## config.mk

```make
export PLATFORM = sky130hd
export DESIGN_NAME = result_bcd_display
export DESIGN_NICKNAME = d
export VERILOG_FILES = /design/src/rtl/result_bcd_display.sv
export SDC_FILE = /design/constraint.sdc
export NUM_CORES = 1
export LEC_CHECK = 0
export ABC_CLOCK_PERIOD_IN_PS = 2150
export BUFFER_PORTS_ARGS = -buffer_cell sky130_fd_sc_hd__buf_2
export CAP_MARGIN = 20
export CORE_MARGIN = 2
export CORE_UTILIZATION = 40
export CTS_CLUSTER_SIZE = 40
export DETAILED_ROUTE_END_ITERATION = 10
export PLACE_DENSITY = 0.73
export SKIP_CTS_REPAIR_TIMING = 1
export SLEW_MARGIN = 10
export SYNTH_ARGS = -nofsm -noshare
export SYNTH_HDL_FRONTEND = slang
export SYNTH_SLANG_ARGS = --single-unit
```

## constraint.sdc

```tcl
create_clock -name CLK -period 2.15 [get_ports CLK]
set_input_delay 0.43 -clock CLK [delete_from_list [all_inputs] [get_ports CLK]]
set_output_delay 0.43 -clock CLK [all_outputs]
set_load 0.05 [all_outputs]
```

## src/rtl/result_bcd_display.sv

```systemverilog
// result_bcd_display: converts the accumulator result to three BCD digits
// with an iterative double-dabble converter. It also drives four active-low
// 7-segment digits (sign, hundreds, tens, ones) with leading-zero blanking.
module result_bcd_display #(
    parameter int WIDTH = 8
) (
    input  logic             CLK,
    input  logic             RESET,
    input  logic             START,
    input  logic             SIGNED_MODE,
    input  logic [WIDTH-1:0] VALUE,
    input  logic             OVERFLOW_IN,
    output logic             BUSY,
    output logic             DONE,
    output logic [3:0]       BCD_HUN,
    output logic [3:0]       BCD_TEN,
    output logic [3:0]       BCD_ONE,
    output logic             NEG,
    output logic             ERR,
    output logic [6:0]       HEX_SIGN,
    output logic [6:0]       HEX_HUN,
    output logic [6:0]       HEX_TEN,
    output logic [6:0]       HEX_ONE
);

    localparam logic [6:0] SEG_BLANK = 7'h7F;
    localparam logic [6:0] SEG_ZERO  = 7'b1000000;
    localparam logic [6:0] SEG_MINUS = 7'b0111111;
    localparam logic [6:0] SEG_E     = 7'b0000110;

    typedef enum logic [1:0] {IDLE, SHIFT, LATCH} state_t;

    state_t             state, state_next;
    logic               load, shift_en, latch_en;
    logic [WIDTH+11:0]  shreg;
    logic [2:0]         cnt;
    logic               neg_pend, err_pend;

    logic signed [WIDTH:0] val_ext;
    logic                  neg_now;
    logic [WIDTH-1:0]      mag;
    logic [3:0]            hun_d, ten_d, one_d;
    logic [6:0]            seg_sign, seg_hun, seg_ten, seg_one;

    // Add 3 to a BCD nibble that would overflow past 9 after doubling.
    function automatic logic [3:0] add3(input logic [3:0] d);
        return (d >= 4'd5) ? d + 4'd3 : d;
    endfunction

    // One double-dabble iteration: adjust the three BCD nibbles, then shift left.
    function automatic logic [WIDTH+11:0] dabble_step(input logic [WIDTH+11:0] s);
        logic [WIDTH+11:0] t;
        t = s;
        t[WIDTH+3:WIDTH]    = add3(s[WIDTH+3:WIDTH]);
        t[WIDTH+7:WIDTH+4]  = add3(s[WIDTH+7:WIDTH+4]);
        t[WIDTH+11:WIDTH+8] = add3(s[WIDTH+11:WIDTH+8]);
        return {t[WIDTH+10:0], 1'b0};
    endfunction

    // Active-low segment pattern for a decimal digit, bit0 = a .. bit6 = g.
    function automatic logic [6:0] seg7(input logic [3:0] d);
        case (d)
            4'd0:    return 7'b1000000;
            4'd1:    return 7'b1111001;
            4'd2:    return 7'b0100100;
            4'd3:    return 7'b0110000;
            4'd4:    return 7'b0011001;
            4'd5:    return 7'b0010010;
            4'd6:    return 7'b0000010;
            4'd7:    return 7'b1111000;
            4'd8:    return 7'b0000000;
            4'd9:    return 7'b0010000;
            default: return SEG_BLANK;
        endcase
    endfunction

    // Magnitude of the incoming value; 8'h80 in signed mode becomes 128.
    always_comb begin
        val_ext = SIGNED_MODE ? {VALUE[WIDTH-1], VALUE} : {1'b0, VALUE};
        neg_now = val_ext[WIDTH];
        mag     = neg_now ? WIDTH'(-val_ext) : val_ext[WIDTH-1:0];
    end

    // Digit extraction and display encoding with leading-zero blanking.
    always_comb begin
        hun_d    = shreg[WIDTH+11:WIDTH+8];
        ten_d    = shreg[WIDTH+7:WIDTH+4];
        one_d    = shreg[WIDTH+3:WIDTH];
        seg_hun  = (hun_d == 4'd0) ? SEG_BLANK : seg7(hun_d);
        seg_ten  = (hun_d == 4'd0 && ten_d == 4'd0) ? SEG_BLANK : seg7(ten_d);
        seg_one  = seg7(one_d);
        seg_sign = err_pend ? SEG_E : (neg_pend ? SEG_MINUS : SEG_BLANK);
    end

    // State register.
    always_ff @(posedge CLK or posedge RESET) begin
        if (RESET) state <= IDLE;
        else       state <= state_next;
    end

    // Next-state logic and per-state strobes.
    always_comb begin
        state_next = state;
        load       = 1'b0;
        shift_en   = 1'b0;
        latch_en   = 1'b0;
        case (state)
            IDLE: begin
                if (START) begin
                    load       = 1'b1;
                    state_next = SHIFT;
                end
            end
            SHIFT: begin
                shift_en = 1'b1;
                if (cnt == 3'd7) state_next = LATCH;
            end
            LATCH: begin
                latch_en   = 1'b1;
                state_next = IDLE;
            end
            default: state_next = IDLE;
        endcase
    end

    // Conversion datapath: capture on accept, shift-add-3 while converting.
    always_ff @(posedge CLK or posedge RESET) begin
        if (RESET) begin
            shreg    <= '0;
            cnt      <= '0;
            neg_pend <= 1'b0;
            err_pend <= 1'b0;
        end else if (load) begin
            shreg    <= {12'b0, mag};
            cnt      <= '0;
            neg_pend <= neg_now;
            err_pend <= OVERFLOW_IN;
        end else if (shift_en) begin
            shreg <= dabble_step(shreg);
            cnt   <= cnt + 3'd1;
        end
    end

    // Handshake flags and output registers, updated only when a result latches.
    always_ff @(posedge CLK or posedge RESET) begin
        if (RESET) begin
            BUSY     <= 1'b0;
            DONE     <= 1'b0;
            NEG      <= 1'b0;
            ERR      <= 1'b0;
            BCD_HUN  <= '0;
            BCD_TEN  <= '0;
            BCD_ONE  <= '0;
            HEX_SIGN <= SEG_BLANK;
            HEX_HUN  <= SEG_BLANK;
            HEX_TEN  <= SEG_BLANK;
            HEX_ONE  <= SEG_ZERO;
        end else begin
            BUSY <= (state_next != IDLE);
            DONE <= latch_en;
            if (latch_en) begin
                NEG      <= neg_pend;
                ERR      <= err_pend;
                BCD_HUN  <= hun_d;
                BCD_TEN  <= ten_d;
                BCD_ONE  <= one_d;
                HEX_SIGN <= seg_sign;
                HEX_HUN  <= seg_hun;
                HEX_TEN  <= seg_ten;
                HEX_ONE  <= seg_one;
            end
        end
    end

endmodule

```

# Word level (Yosys, flattened, before mapping)
# Memories as Yosys holds them, arrays and structs flattened. A register that Yosys moved wholly into a read port is not among the register bits.
# Index checks and enable logic that the tools add are counted.
# classes
add_sub_neg	5
order_cmp	3
eq_ne	3
muxes	20
n_reduce_logical	6
# op_table
op	count
20-bit two-way mux	2
7-bit two-way mux	4
4-bit by 3-bit greater-or-equal comparator with 1-bit output, second input constant	3
3-bit two-way mux	3
9-bit two-way mux	1
4-bit by 2-bit adder with 4-bit output, second input constant	2
4-bit logical NOT	2
4-bit two-way mux	2
8-bit two-way mux	1
8-bit negator	1
1-bit two-way mux	4
2-bit two-way mux	2
2-bit case mux with 2 select lines	1
2-bit nonzero test	2
3-bit by 1-bit adder with 3-bit output, second input constant	1
3-bit by 2-bit adder with 3-bit output, second input constant	1
3-bit equality test, second input constant	1
2-bit by 1-bit equality test with 1-bit output, second input constant	1
2-bit equality test, second input constant	1
2-bit logical NOT	1
1-bit logical AND	1
# totals
register_bits	64
mem_bits_ro	336
input_bits	13
elab_cells	55
memories	3
# mem_list
name	depth	width	rd	rd_ports_with_merged_regs	write_ports	line_no	text
(name not given)	16	7	1	0	0	62	case (d)
(name not given)	16	7	1	0	0	62	
(name not given)	16	7	1	1	0	62	

# Depth between registers and ports, before layout
# Gate-level depths: netlist of run 1.
# logic_depth
word_depth	4
ltp_mapped	6
mapped_depth_nobuf	6

# Least setup slack after synthesis of run 1
# OpenSTA, ideal clock, no wires.
# synth_timing
kind	register -> register
start	reg shreg[13]
end	reg shreg[14]
setup_time_ns	0.121
arrival_ns	1.437
required_ns	2.029
setup_slack_ns	0.592
path_stages_with_launch	7
path_buffers	0
period_less_slack_ns	1.558
cell_sequence	dfrtp_1 inv_1 ha_1 nand2b_1 a21oi_1 mux2i_1 a22o_1
# synth_via
elab_chain_cells	4
# synth_rtl
element	line_no	text
start, declared	35	logic [WIDTH+11:0] shreg;
start signal, assigned	134	shreg <= {12'b0, mag};
start signal, assigned	139	shreg <= dabble_step(shreg);
4-bit by 2-bit adder with 4-bit output or 4-bit by 3-bit greater-or-equal comparator with 1-bit output (tied branches)	47	return (d >= 4'd5) ? d + 4'd3 : d;
4-bit two-way mux (*)	47	
20-bit two-way mux (*)	138	end else if (shift_en) begin
20-bit two-way mux (*)	133	end else if (load) begin
# Every way passes the cells marked *; elsewhere a longest branch is shown, timed or not. The select of a mux whose other input is x is not followed.
# A chain may end at the register's enable or synchronous reset.

# Final worst setup path of run 1
# layout_timing
start	reg shreg[13]
end	reg shreg[15]
# The elaborated chain is that of the path after synthesis.

==> results.py, run 1 <==
metrics = {
    "cts": {
        "clk_path_buf_depth": 2,
        "cts_made_buffers": 9,
        "clockRootBuffer": "clkbuf_8",
        "clk_pin_slew_ns": 0.06,
        "clk_latency_ns": 0.34,
        "cts_htree_levels": 3,
        "clock-sinks": 66,
        "cts_tree": "yes",
    },
    "setup_path": {
        "path_cells": "inv_1 -> ha_1 -> nand2b_1 -> a21oi_1 -> o21ai_0 -> a22oi_1",
        "end_kind": "flip-flop",
        "required_ns": 2.39,
        "cp_max_fo": 6,
        "slowest_delay_ns": 0.44,
        "worstPathArrival_ns": 2.04,
        "worst-setup-path-type": "flip-flop to flip-flop",
        "crit_slowest_cell": "dfrtp_1",
        "start_kind": "flip-flop",
    },
    "pwr": {
        "power.share.sequential_pct": 34.1,
        "p_comb_share_pct": 52.4,
        "switching_power_mw": 3.36,
        "pwr-share-clk_pct": 13.5,
        "powerDensity_nw_per_um2": 1740,
        "p_int_mw": 3.47,
        "power_switching_share_pct": 49.2,
        "p_leak_nw": 1.88,
        "vdd_drop_max_uv": 504,
    },
    "timing": {
        "fin_ws_ns": 0.346,
        "finalCritPeriodShare_pct": 83.9,
        "hold_viol": 0,
        "finalCriticalPeriod_ns": 1.80,
        "skew_ns": 0.00933,
        "drv_slew": 0,
        "setup_violations": 0,
        "max_freq_mhz": 554,
        "rsz0062_at_grt": "no",
        "setup-tns-final_ns": 0,
    },
    "placement": {
        "port_buffers": 54,
        "dpl.hpwl_um": 5250,
        "dp.cells": 491,
        "dp_slack_ns": 0.381,
        "gp_congestion": 0.846,
        "post_dp_cell_area_um2": 3750,
    },
    "finish": {
        "layout.nets": 429,
        "multi_input_area_um2": 1530,
        "diodes": 0,
        "fill_cells": 782,
        "regArea_um2": 1670,
        "fin_area_um2": 3920,
        "fin_cells": 507,
        "drive_gt1_share_pct": 25.6,
        "syn_to_final_growth_pct": 15.6,
    },
    "route": {
        "drc": 0,
        "routed_wl_um": 7150,
        "drt-pass1-iter-count": 4,
        "ant_nets": 0,
        "drtIter0Drc": 165,
        "wl_per_cell_um": 14.1,
        "drt-vias-per-instance": 5.19,
        "vias": 2633,
    },
    "grt": {
        "grt_use_total_pct": 16.9,
        "grt_antenna_before_repair": 0,
        "grt_pass1_vias": 2472,
        "overflow": 0,
        "grt_max_degree": 58,
        "grt_pass1_wl_um": 12100,
    },
    "yosys": {
        "syn_avg_cell_area_um2": 9.78,
        "syn_inst": 347,
        "synth.distinct_cells": 42,
        "synth-seq-cells": 66,
        "synth_ff_type": "dfrtp_1",
        "synth_area_leaders": "dfrtp_1, dfstp_2, ha_1, o21ai_0, nand2_1",
        "yosysTopAreaCell": "dfrtp_1",
        "synth_top_area_share_pct": 36.1,
        "synth_area_um2": 3390,
        "synthArstFlopShare_pct": 100,
        "synth-edff-count": 0,
        "ys_warn_count": 0,
        "ys_seq_area_share_pct": 49.3,
    },
    "flow_run": {
        "drv_cap": 0,
    },
    "floorplanning": {
        "core_area_um2": 8220,
        "rows": 33,
        "die_h_um": 96.1,
        "ios": 57,
        "die_w_um": 96.1,
        "initial_utilization_pct": 41.3,
        "dieArea_um2": 9240,
    },
    "outcome": {
        "status": "complete, no violations",
    },
    "worst_hold_path": {
        "min_path_type": "primary input to asynchronous set/reset pin",
    },
}
[routing by layer]
| metal | vias to the layer above | global-route usage, % | wire (um) |
|---|---|---|---|
| met5 | - | 0 | 0 |
| met4 | 0 | 6.19 | 107 |
| met1 | 1249 | 22.7 | 3360 |
| met3 | 11 | 3.99 | 357 |
| met2 | 66 | 26.4 | 3330 |
| li1 | 1307 | - | - |
[sequential cells by signal (all words and copies together) (netlist names), 3 cells and up]
register	flops
shreg	20
HEX_HUN	7
HEX_ONE	7
HEX_TEN	7
BCD_HUN	4
BCD_ONE	4
BCD_TEN	4
cnt	3
[kinds of logic (layout without fill, tap and decap cells)]
kind of cell / count (synthesis) / in the layout / share of synthesized area [%]
compound gates: 111 / 111 / 21.0
xor+xnor: 10 / 10 / 2.58
mux: 8 / 8 / 2.47
simple gates: 91 / 91 / 11.8
fa+ha+maj: 19 / 19 / 7.00
other cells: 1 / 2 / 0.110
flops: 66 / 66 / 49.3
buf+inv: 41 / 95 / 5.75
[worst max-delay path: cells and delay by family (launching register included)]
kind            cells  cell delay (ns)
buf+inv             1             0.18
flops               1             0.44
simple gates        1             0.12
compound gates      3             0.70
fa+ha+maj           1             0.27
[per-stage QoR]
stage               hold WS (ns)  utilization, %  power [mW]
global route               0.116            47.7        7.37
floorplan                  0.415               -        5.16
CTS                       0.0898            47.7        6.88
global placement           0.441            45.6        5.84
detailed placement         0.450            45.6        5.94
finish                    0.0863            47.7        6.83
[power by group through the flow]
| stage | registers (mW) | clock network, mW | logic [mW] |
|---|---|---|---|
| 6_report | 2.33 | 0.920 | 3.58 |
| 2_1_floorplan | 3.16 | 0 | 2.00 |
| 5_1_grt | 2.43 | 1.00 | 3.94 |
| 3_3_place_gp | 2.32 | 0 | 3.52 |
| 4_1_cts | 2.33 | 0.945 | 3.60 |
| 3_5_place_dp | 2.35 | 0 | 3.59 |
[cell type report]
cell class                 instances  share of cell area (%)
sequential                        66                    42.6
tap                              105                    3.35
multi-input combinational        241                    39.1
clock inverter                     3                   0.383
inverter                          19                    1.82
timing repair buffer              60                    8.68
clock buffer                      13                    4.05
[cell usage after synthesis, drive strengths merged, types with 2 or more instances]
library cell and n:
xnor2 10, a21oi 17, nor3b 3, a21o 2
a22oi 9, a31oi 3, inv 18, buf 17
a2111oi 3, nor3 6, ha 19, dfstp 17
dfrtp 49, o22ai 10, o21a 2, o21ai 40
a211oi 4, clkbuf 5, a21boi 3, nor2 20
nand2b 7, a311oi 2, a22o 6, and2 2
mux2i 5, o31ai 7, nand2 48, mux2 3
o21bai 2, nor2b 2
[cells in the final DEF, fill, tap and decap left out, types with 2 or more instances in the layout]
| master | synthesis | layout |
|---|---|---|
| buf_2 | 9 | 54 |
| dfrtp_1 | 49 | 49 |
| nand2_1 | 48 | 48 |
| o21ai_0 | 38 | 38 |
| nor2_1 | 19 | 19 |
| ha_1 | 19 | 19 |
| dfstp_2 | 17 | 17 |
| a21oi_1 | 17 | 17 |
| inv_1 | 16 | 15 |
| clkbuf_8 | 0 | 11 |
| o22ai_1 | 10 | 10 |
| xnor2_1 | 10 | 10 |
| a22oi_1 | 9 | 9 |
| o31ai_1 | 7 | 7 |
| nand2b_1 | 7 | 6 |
| a22o_1 | 6 | 6 |
| nor3_1 | 6 | 6 |
| mux2i_1 | 5 | 5 |
| a211oi_1 | 4 | 4 |
| buf_4 | 8 | 4 |
| inv_2 | 2 | 3 |
| a31oi_1 | 3 | 3 |
| mux2_2 | 3 | 3 |
| nor3b_1 | 3 | 3 |
| a21boi_0 | 3 | 3 |
| clkinv_2 | 0 | 3 |
| nor2b_1 | 2 | 2 |
| o21a_1 | 2 | 2 |
| and2_1 | 2 | 2 |
| a311oi_1 | 2 | 2 |
| a21o_1 | 2 | 2 |
| a2111oi_2 | 2 | 2 |
| o21bai_1 | 2 | 2 |
| conb_1 | 1 | 2 |
| clkbuf_1 | 5 | 2 |
| buf_12 | 0 | 2 |
[worst paths after layout]
path | from | to | slack, ns | depth (start not counted)
worst max-delay path | shreg[13]$_DFFE_PP0P_ | shreg[15]$_DFFE_PP0P_ | 0.35 | 6
worst min-delay path | RESET | shreg[13]$_DFFE_PP0P_ | 0.09 | 2
worst max register to register | shreg[13]$_DFFE_PP0P_ | shreg[15]$_DFFE_PP0P_ | 0.35 | 6
worst min register to register | neg_pend$_DFFE_PP0P_ | HEX_SIGN[6]$_DFFE_PP1P_ | 0.46 | 1
max in group asynchronous | RESET | HEX_TEN[4]$_DFFE_PP1P_ | 1.47 | 3
min in group CLK | OVERFLOW_IN | err_pend$_DFFE_PP0P_ | 0.33 | 2
Note: power is estimated with default switching activity, not from simulation.
==> inputs of run 2 (changes only) <==
ABC_CLOCK_PERIOD_IN_PS = 1460   (was 2150)
clock period = 1.46 ns   (was 2.15 ns; I/O delays follow)
==> run 2 against run 1 <==
Global-route usage rose by 1.1 points. Sequential cell count stayed put. Routed wire length increased by 9.7%. Sequential power is 39% higher. Critical path depth stayed put.
==> results.py, run 2 (synthesis results as in run 1) <==
metrics = {
    "finish": {
        "fin_util_pct": 53.0,
        "layout.nets": 462,
        "mostFrequentLayoutCells": "dfrtp_1, nand2_1, buf_2, buf_4, o21ai_0",
        "fin_cells": 540,
        "drive_gt1_share_pct": 35.6,
        "final_common_cell": "dfrtp_1",
        "top_register": "shreg",
        "fin_area_um2": 4350,
        "syn_to_final_growth_pct": 28.3,
        "diodes": 0,
        "largest_register_ffs": 20,
    },
    "floorplanning": {
        "die_h_um": 96.1,
        "rows": 33,
        "ios": 57,
        "core_area_um2": 8220,
        "die_w_um": 96.1,
        "dieArea_um2": 9240,
        "initial_utilization_pct": 41.3,
    },
    "pwr": {
        "vdd_drop_max_uv": 1590,
        "fin_total_pwr_mw": 11.3,
        "powerDensity_nw_per_um2": 2580,
        "p_leak_nw": 2.04,
    },
    "timing": {
        "rsz0062_at_grt": "yes",
        "finalCritPeriodShare_pct": 97.6,
        "hold_viol": 0,
        "finalCriticalPeriod_ns": 1.42,
        "max_freq_mhz": 702,
        "skew_ns": 0.00624,
        "setup_violations": 0,
        "fin_ws_ns": 0.0353,
        "drv_slew": 0,
    },
    "route": {
        "routed_wl_um": 7850,
        "wl_met3_um": 393,
        "drc": 0,
        "wl_per_cell_um": 14.5,
        "drt-pass1-iter-count": 4,
        "drt-vias-per-instance": 5.22,
        "ant_nets": 0,
        "wl_met1_um": 3470,
        "drtIter0Drc": 133,
        "routed.top_layer": "met4",
        "vias": 2817,
        "wl_met2_um": 3860,
    },
    "grt": {
        "grt_pass1_vias": 2706,
        "overflow": 0,
        "grt_use_total_pct": 18.0,
        "grt_max_degree": 39,
        "grt_antenna_before_repair": 0,
        "grt_pass1_wl_um": 12800,
    },
    "worst_hold_path": {
        "min_path_type": "primary input to flip-flop",
        "hold_path_depth": 2,
    },
    "setup_path": {
        "cp_max_fo": 4,
        "required_ns": 1.70,
        "worst-setup-path-type": "flip-flop to flip-flop",
        "slowest_delay_ns": 0.39,
        "rr_worst_depth": 6,
        "crit_buf_inv": 1,
        "path_cells": "inv_2 -> ha_1 -> nand2b_4 -> nor3b_1 -> a21oi_1 -> o22ai_1",
        "end_kind": "flip-flop",
        "start_kind": "flip-flop",
        "worstPathArrival_ns": 1.67,
        "cp_num_cells": 6,
        "crit_slowest_cell": "dfrtp_1",
        "path_delay_family": "flip-flops",
    },
    "placement": {
        "dp.cells": 519,
        "port_buffers": 54,
        "gp_congestion": 0.812,
        "dp_slack_ns": -0.0536,
        "post_dp_cell_area_um2": 4000,
        "dpl.hpwl_um": 5580,
    },
    "cts": {
        "clock-sinks": 66,
        "clk_latency_ns": 0.35,
        "cts_htree_levels": 3,
        "cts_tree": "yes",
        "clk_pin_slew_ns": 0.07,
        "cts_made_buffers": 9,
        "clockRootBuffer": "clkbuf_8",
        "clk_path_buf_depth": 2,
    },
    "flow_run": {
        "drv_cap": 0,
    },
    "outcome": {
        "status": "complete, no violations",
    },
}
[run 2: cell count changes in the layout (fill, tap and decap cells not counted), sizes merged]
cell,change
inv,-1
clkinvlp,+1
buf,+21
dlygate4sd3,+1
clkbuf,+11
[run 2: worst paths after layout]
| path | from | end | slack, ns |
|---|---|---|---|
| worst max-delay path | shreg[9]$_DFFE_PP0P_ | shreg[12]$_DFFE_PP0P_ | 0.04 |
| worst min-delay path | OVERFLOW_IN | err_pend$_DFFE_PP0P_ | 0.18 |
| worst max register to register | shreg[9]$_DFFE_PP0P_ | shreg[12]$_DFFE_PP0P_ | 0.04 |
| worst min register to register | err_pend$_DFFE_PP0P_ | HEX_SIGN[6]$_DFFE_PP1P_ | 0.46 |
| max in group asynchronous | RESET | HEX_TEN[6]$_DFFE_PP1P_ | 0.42 |
| min in group asynchronous | RESET | BCD_ONE[0]$_DFFE_PP0P_ | 0.50 |
[run 2: power by group]
part	internal (mW)	switching, mW	total (mW)
Combinational	2.56	4.11	6.66
Sequential	2.72	0.530	3.25
Clock	0.656	0.683	1.34
Total	5.94	5.32	11.3
[run 2: metrics by stage]
stage               setup TNS [ns]  hold WS, ns
floorplan                  -0.0549        0.415
global placement                 0        0.323
detailed placement          -0.154        0.325
CTS                         -0.329      -0.0508
global route                -0.247        0.188
finish                           0        0.180
[run 2: final cells by class]
cell class / instances / area (um^2)
Fill cell: 780 / 3860
Sequential cell: 66 / 1670
Multi-Input combinational cell: 241 / 1660
Timing Repair Buffer: 93 / 653
Clock buffer: 13 / 149
Tap cell: 105 / 131
Inverter: 19 / 75.1
Clock inverter: 3 / 15.0
[run 2: metal layers]
layer	global-route usage [%]	vias to the layer above
li1	-	1367
met1	22.8	1374
met2	29.3	65
met3	5.56	11
met4	5.95	0
met5	0	-
